**config.mk**
```make
export PLATFORM = sky130hd
export DESIGN_NAME = load_memory_interface
export DESIGN_NICKNAME = d
export VERILOG_FILES = /design/src/rtl/load_memory_interface.sv
export SDC_FILE = /design/constraint.sdc
export NUM_CORES = 1
export LEC_CHECK = 0
export ABC_AREA = 1
export BUFFER_PORTS_ARGS = -buffer_cell sky130_fd_sc_hd__buf_2
export CAP_MARGIN = 15
export CORE_ASPECT_RATIO = 0.7
export CORE_MARGIN = 2
export CORE_UTILIZATION = 54
export DETAILED_ROUTE_END_ITERATION = 8
export PLACE_DENSITY = 0.85
export SLEW_MARGIN = 20
export SYNTH_ARGS = -nofsm -noshare
export SYNTH_HDL_FRONTEND = slang
export SYNTH_SLANG_ARGS = --single-unit
```
**constraint.sdc**
```tcl
create_clock -name clock -period 3.1 [get_ports clock]
set_input_delay 0.62 -clock clock [delete_from_list [all_inputs] [get_ports clock]]
set_output_delay 0.62 -clock clock [all_outputs]
set_load 0.1 [all_outputs]
```
**src/rtl/load_memory_interface.sv**
```systemverilog
// rv32i load path, memory side: word-aligned read, lane extraction, sign/zero extension, bounded wait.
// Optional macro LOAD_MISALIGN_TRAP_EN: misaligned LH/LHU/LW return an error without touching memory.
module load_memory_interface #(
  parameter int TIMEOUT_CYCLES = 255
) (
  input  logic        clock,
  input  logic        reset,
  input  logic        req_valid,
  output logic        req_ready,
  input  logic [31:0] req_address,
  input  logic [2:0]  req_funct3,
  output logic        mem_read_enable,
  output logic [31:0] mem_read_address,
  input  logic        mem_read_ready,
  input  logic [31:0] mem_read_value,
  output logic        rsp_valid,
  output logic [31:0] rsp_value,
  output logic        rsp_error
);
  typedef enum logic [1:0] {IDLE, ACCESS, RESPOND} state_t;

  localparam logic [7:0] LAST_COUNT = 8'(TIMEOUT_CYCLES - 1);

  state_t      state;
  logic [7:0]  count;
  logic [1:0]  lane;
  logic [2:0]  funct3;
  logic        legal;
  logic        misaligned;
  logic [7:0]  byte_sel;
  logic [15:0] half_sel;
  logic [31:0] extracted;

  always_comb begin
    legal = (req_funct3 == 3'd0) || (req_funct3 == 3'd1) || (req_funct3 == 3'd2) ||
            (req_funct3 == 3'd4) || (req_funct3 == 3'd5);
`ifdef LOAD_MISALIGN_TRAP_EN
    misaligned = (((req_funct3 == 3'd1) || (req_funct3 == 3'd5)) && req_address[0]) ||
                 ((req_funct3 == 3'd2) && (req_address[1:0] != 2'b00));
`else
    misaligned = 1'b0;
`endif
  end

  // Lane select uses the captured address bits; the word arrives while the request is long gone.
  always_comb begin
    case (lane)
      2'd0:    byte_sel = mem_read_value[7:0];
      2'd1:    byte_sel = mem_read_value[15:8];
      2'd2:    byte_sel = mem_read_value[23:16];
      default: byte_sel = mem_read_value[31:24];
    endcase
    half_sel = lane[1] ? mem_read_value[31:16] : mem_read_value[15:0];
    case (funct3)
      3'd0:    extracted = {{24{byte_sel[7]}}, byte_sel};
      3'd1:    extracted = {{16{half_sel[15]}}, half_sel};
      3'd4:    extracted = {24'd0, byte_sel};
      3'd5:    extracted = {16'd0, half_sel};
      default: extracted = mem_read_value;
    endcase
  end

  always_ff @(posedge clock) begin
    if (reset) begin
      state            <= IDLE;
      req_ready        <= 1'b1;
      mem_read_enable  <= 1'b0;
      mem_read_address <= 32'd0;
      rsp_valid        <= 1'b0;
      rsp_value        <= 32'd0;
      rsp_error        <= 1'b0;
      count            <= 8'd0;
      lane             <= 2'd0;
      funct3           <= 3'd0;
    end else begin
      case (state)
        IDLE: begin
          if (req_valid) begin
            lane      <= req_address[1:0];
            funct3    <= req_funct3;
            req_ready <= 1'b0;
            if (!legal || misaligned) begin
              state     <= RESPOND;
              rsp_valid <= 1'b1;
              rsp_error <= 1'b1;
              rsp_value <= 32'd0;
            end else begin
              state            <= ACCESS;
              mem_read_enable  <= 1'b1;
              mem_read_address <= {req_address[31:2], 2'b00};
            end
          end
        end
        ACCESS: begin
          // Data arriving on the last allowed cycle still counts as a good response.
          if (mem_read_ready) begin
            state           <= RESPOND;
            mem_read_enable <= 1'b0;
            rsp_valid       <= 1'b1;
            rsp_error       <= 1'b0;
            rsp_value       <= extracted;
            count           <= 8'd0;
          end else if (count == LAST_COUNT) begin
            state           <= RESPOND;
            mem_read_enable <= 1'b0;
            rsp_valid       <= 1'b1;
            rsp_error       <= 1'b1;
            rsp_value       <= 32'd0;
            count           <= 8'd0;
          end else begin
            count <= count + 8'd1;
          end
        end
        RESPOND: begin
          state     <= IDLE;
          rsp_valid <= 1'b0;
          req_ready <= 1'b1;
          count     <= 8'd0;
        end
        default: state <= IDLE;
      endcase
    end
  end
endmodule

```
==> metrics <==
drt wl/cell 13.11 um; filler instances 651; # Post-CTS Setup Buffers 0; setup violators final 0; chip width 107.5 um; Residual DRC 0; worst r2r src state[0]; RSZ-0062 raised after global routing no; Overflow after GRT 0; NetSw 1.261 mW; Clock Sinks 81; WP data required 3390 ps; ant diodes 0; Setup CP Type reg2reg; initial core utilization 0.5553; Post-synth EDFFs 0; period utilization 0.6884; CP Capture Type flop; DR vias 4220; GP Congestion a little over 0.9; DRT iter0 DRCs 353; root buffer cell clkbuf_8; initial antenna violation count 0; Startpoint Class flop; Syn-to-layout area delta 22.48%; Critical path origin state[0]; 1st-pass router iterations 5; R2R depth 8; Min-Delay Path Class reg2reg; crit path to state[0]; clk_lat worst skew 360 ps; Leakage 2.613 nW; sequential share of power 0.372; final hold viol count 0; vias in the first global route slightly below 4000; Comb power frac 0.328; max-slew violations 0; placed cell areas 4713 um^2; Power Density 631.8 nW/um^2; hold_ws between 400 and 500 ps; first-pass GRT wire length 17930 um; Data arrival, critical path 2420 ps; WL final 10960 um; GRT Total Usage 0.2699; clock slew at reported path FFs 90 ps; Post-Syn Area per Cell 6.601 um^2; count of unique library cells instantiated by Yosys 35; H-tree levels 3; P_int 1.871 mW; die area 8213 um^2; r2r setup slk 970 ps; post-route ant nets 0; Max Cap Viol 0; Rows 26; Yosys reg bits 81; TritonCTS clock tree built; pre-CTS WS 949.1 ps; clk buf depth 2; io pins 139; die height 76.43 um; Slew headroom 0.3749; CTS Hold Buffers Added 0; RR Endpoint state[0]; Setup WS post-layout 966.0 ps; Vias/cell approximately 5.0; Clk pwr share 0.300; Worst IR Drop VDD 0.4075 mV; Ys Warns 0; status complete, no violations; area of the multi-input gates between 2000 and 2500 um^2; largest net degree at the start of global routing 39; share of cells above drive strength 1 0.2764; worst clock skew between 8 and 9 ps; Tightest Pin Transition between 900 and 1000 ps; asr flop ratio synth 0; setup TNS 0 ps; fmax 0.4686 GHz; PortBufs 136; post_cts resized 0; Register Area 1622 um^2; cells after synthesis 613; Worst Path Max Fanout 31; Inserted Clock Buffers 9; Final nets between 800 and 900; sequential-to-total area share from yosys stat 0.4007; post-route design area just under 5000 um^2; cell area after synthesis 4046 um^2; switching share of power 0.4026; Tmin final around 2100 ps; dpl hpwl 7840 um; final core occ 0.6801; Primary FF master, synth dfxtp_1; CORE AREA about 7300 um^2
## cells in the mapped netlist, types with 5 or more instances
cell,count,share of area
nand2_1,121,0.11
inv_2,8,0.0074
nand3_1,17,0.021
nor2_1,168,0.16
o21ai_0,49,0.061
nand2_2,10,0.015
dfxtp_1,81,0.40
a21oi_1,18,0.022
clkbuf_1,17,0.016
buf_2,7,0.0087
or2_2,21,0.032
inv_1,48,0.045
ha_1,5,0.015
## stage by stage
stage,total power [mW],std cells
floorplan,2.021,614
global placement,2.182,820
detailed placement,2.199,820
CTS,3.138,836
global route,3.270,836
finish,3.131,836
## cell type report
class | instances | share of cell area
repair buffers | 140 | 0.1434
well taps | 98 | 0.02474
flip-flops and latches | 81 | 0.3272
clock inverters | 6 | 0.02323
multi-input cells | 445 | 0.4133
clock buffers | 10 | 0.02575
inverters | 56 | 0.04241
## how the worst min path moves through the flow
| stage | depth (start not counted) | endpoint | startpoint |
|---|---|---|---|
| after floorplan | 2 | state[0] | state[0] |
| after global placement | 2 | rsp_error | rsp_error |
| after detailed placement | 2 | rsp_error | rsp_error |
| after CTS | 2 | rsp_error | rsp_error |
| after global routing | 2 | rsp_error | rsp_error |
| final | 2 | rsp_error | rsp_error |
## power by group through the flow
stage | Clock (mW) | Combinational, mW | Sequential, mW
2_1_floorplan | 0 | 0.422 | 1.60
3_3_place_gp | 0 | 0.997 | 1.19
3_5_place_dp | 0 | 1.01 | 1.19
4_1_cts | 0.955 | 1.02 | 1.16
5_1_grt | 0.990 | 1.11 | 1.17
6_report | 0.940 | 1.03 | 1.17
## logic make-up after synthesis
logic type / count (synthesis) / synth area share
AOI/OAI and AO/OA: 72 / 0.09122
other: 1 / 0.0009268
buffers and inverters: 88 / 0.09400
DFF: 81 / 0.4007
and+or+nand+nor: 362 / 0.3890
adders and majority gates: 5 / 0.01546
xor gates and xnor gates: 4 / 0.008660
## layout by cell type, fill, tap and decap left out, types with 2 or more instances in the layout
cell type  count
bufinv_16      3
xnor2_1        2
nor4_1         4
o21ai_0       49
nor2_1       168
clkbuf_8       9
nor3_1         4
nand3_4        2
inv_1         48
inv_2          8
buf_2        136
o21ai_1        2
buf_4          4
a21oi_1       18
xor2_1         2
conb_1         2
nand2_1      121
nand4_1        4
dfxtp_1       81
nand2_2       10
or2_2         21
nand3_2        3
nand3_1       17
nor2_2         2
ha_1           5
## routing by layer
layer	vias up	routed length, um	global-route usage
met4	0	161	0.06923
met2	206	4974	0.4316
li1	2129	-	-
met1	1864	4734	0.3589
met5	-	0	0
met3	21	1087	0.07784
## state kept, by name (all words and copies together), names as in the netlist
signal            flops
count                 8
state                 2
mem_read_enable       1
lane                  2
rsp_error             1
req_ready             1
funct3                3
rsp_value            32
mem_read_address     30
rsp_valid             1
## worst max-delay path, cell delays in order, from the launching register on
cell and delay, ps:
dfxtp_1 340, inv_1 80, ha_1 220, nand2_1 210, inv_1 140, nand2_1 80
inv_1 680, nand2_1 140, a21oi_1 170
Power figures use the tool's default switching activity.
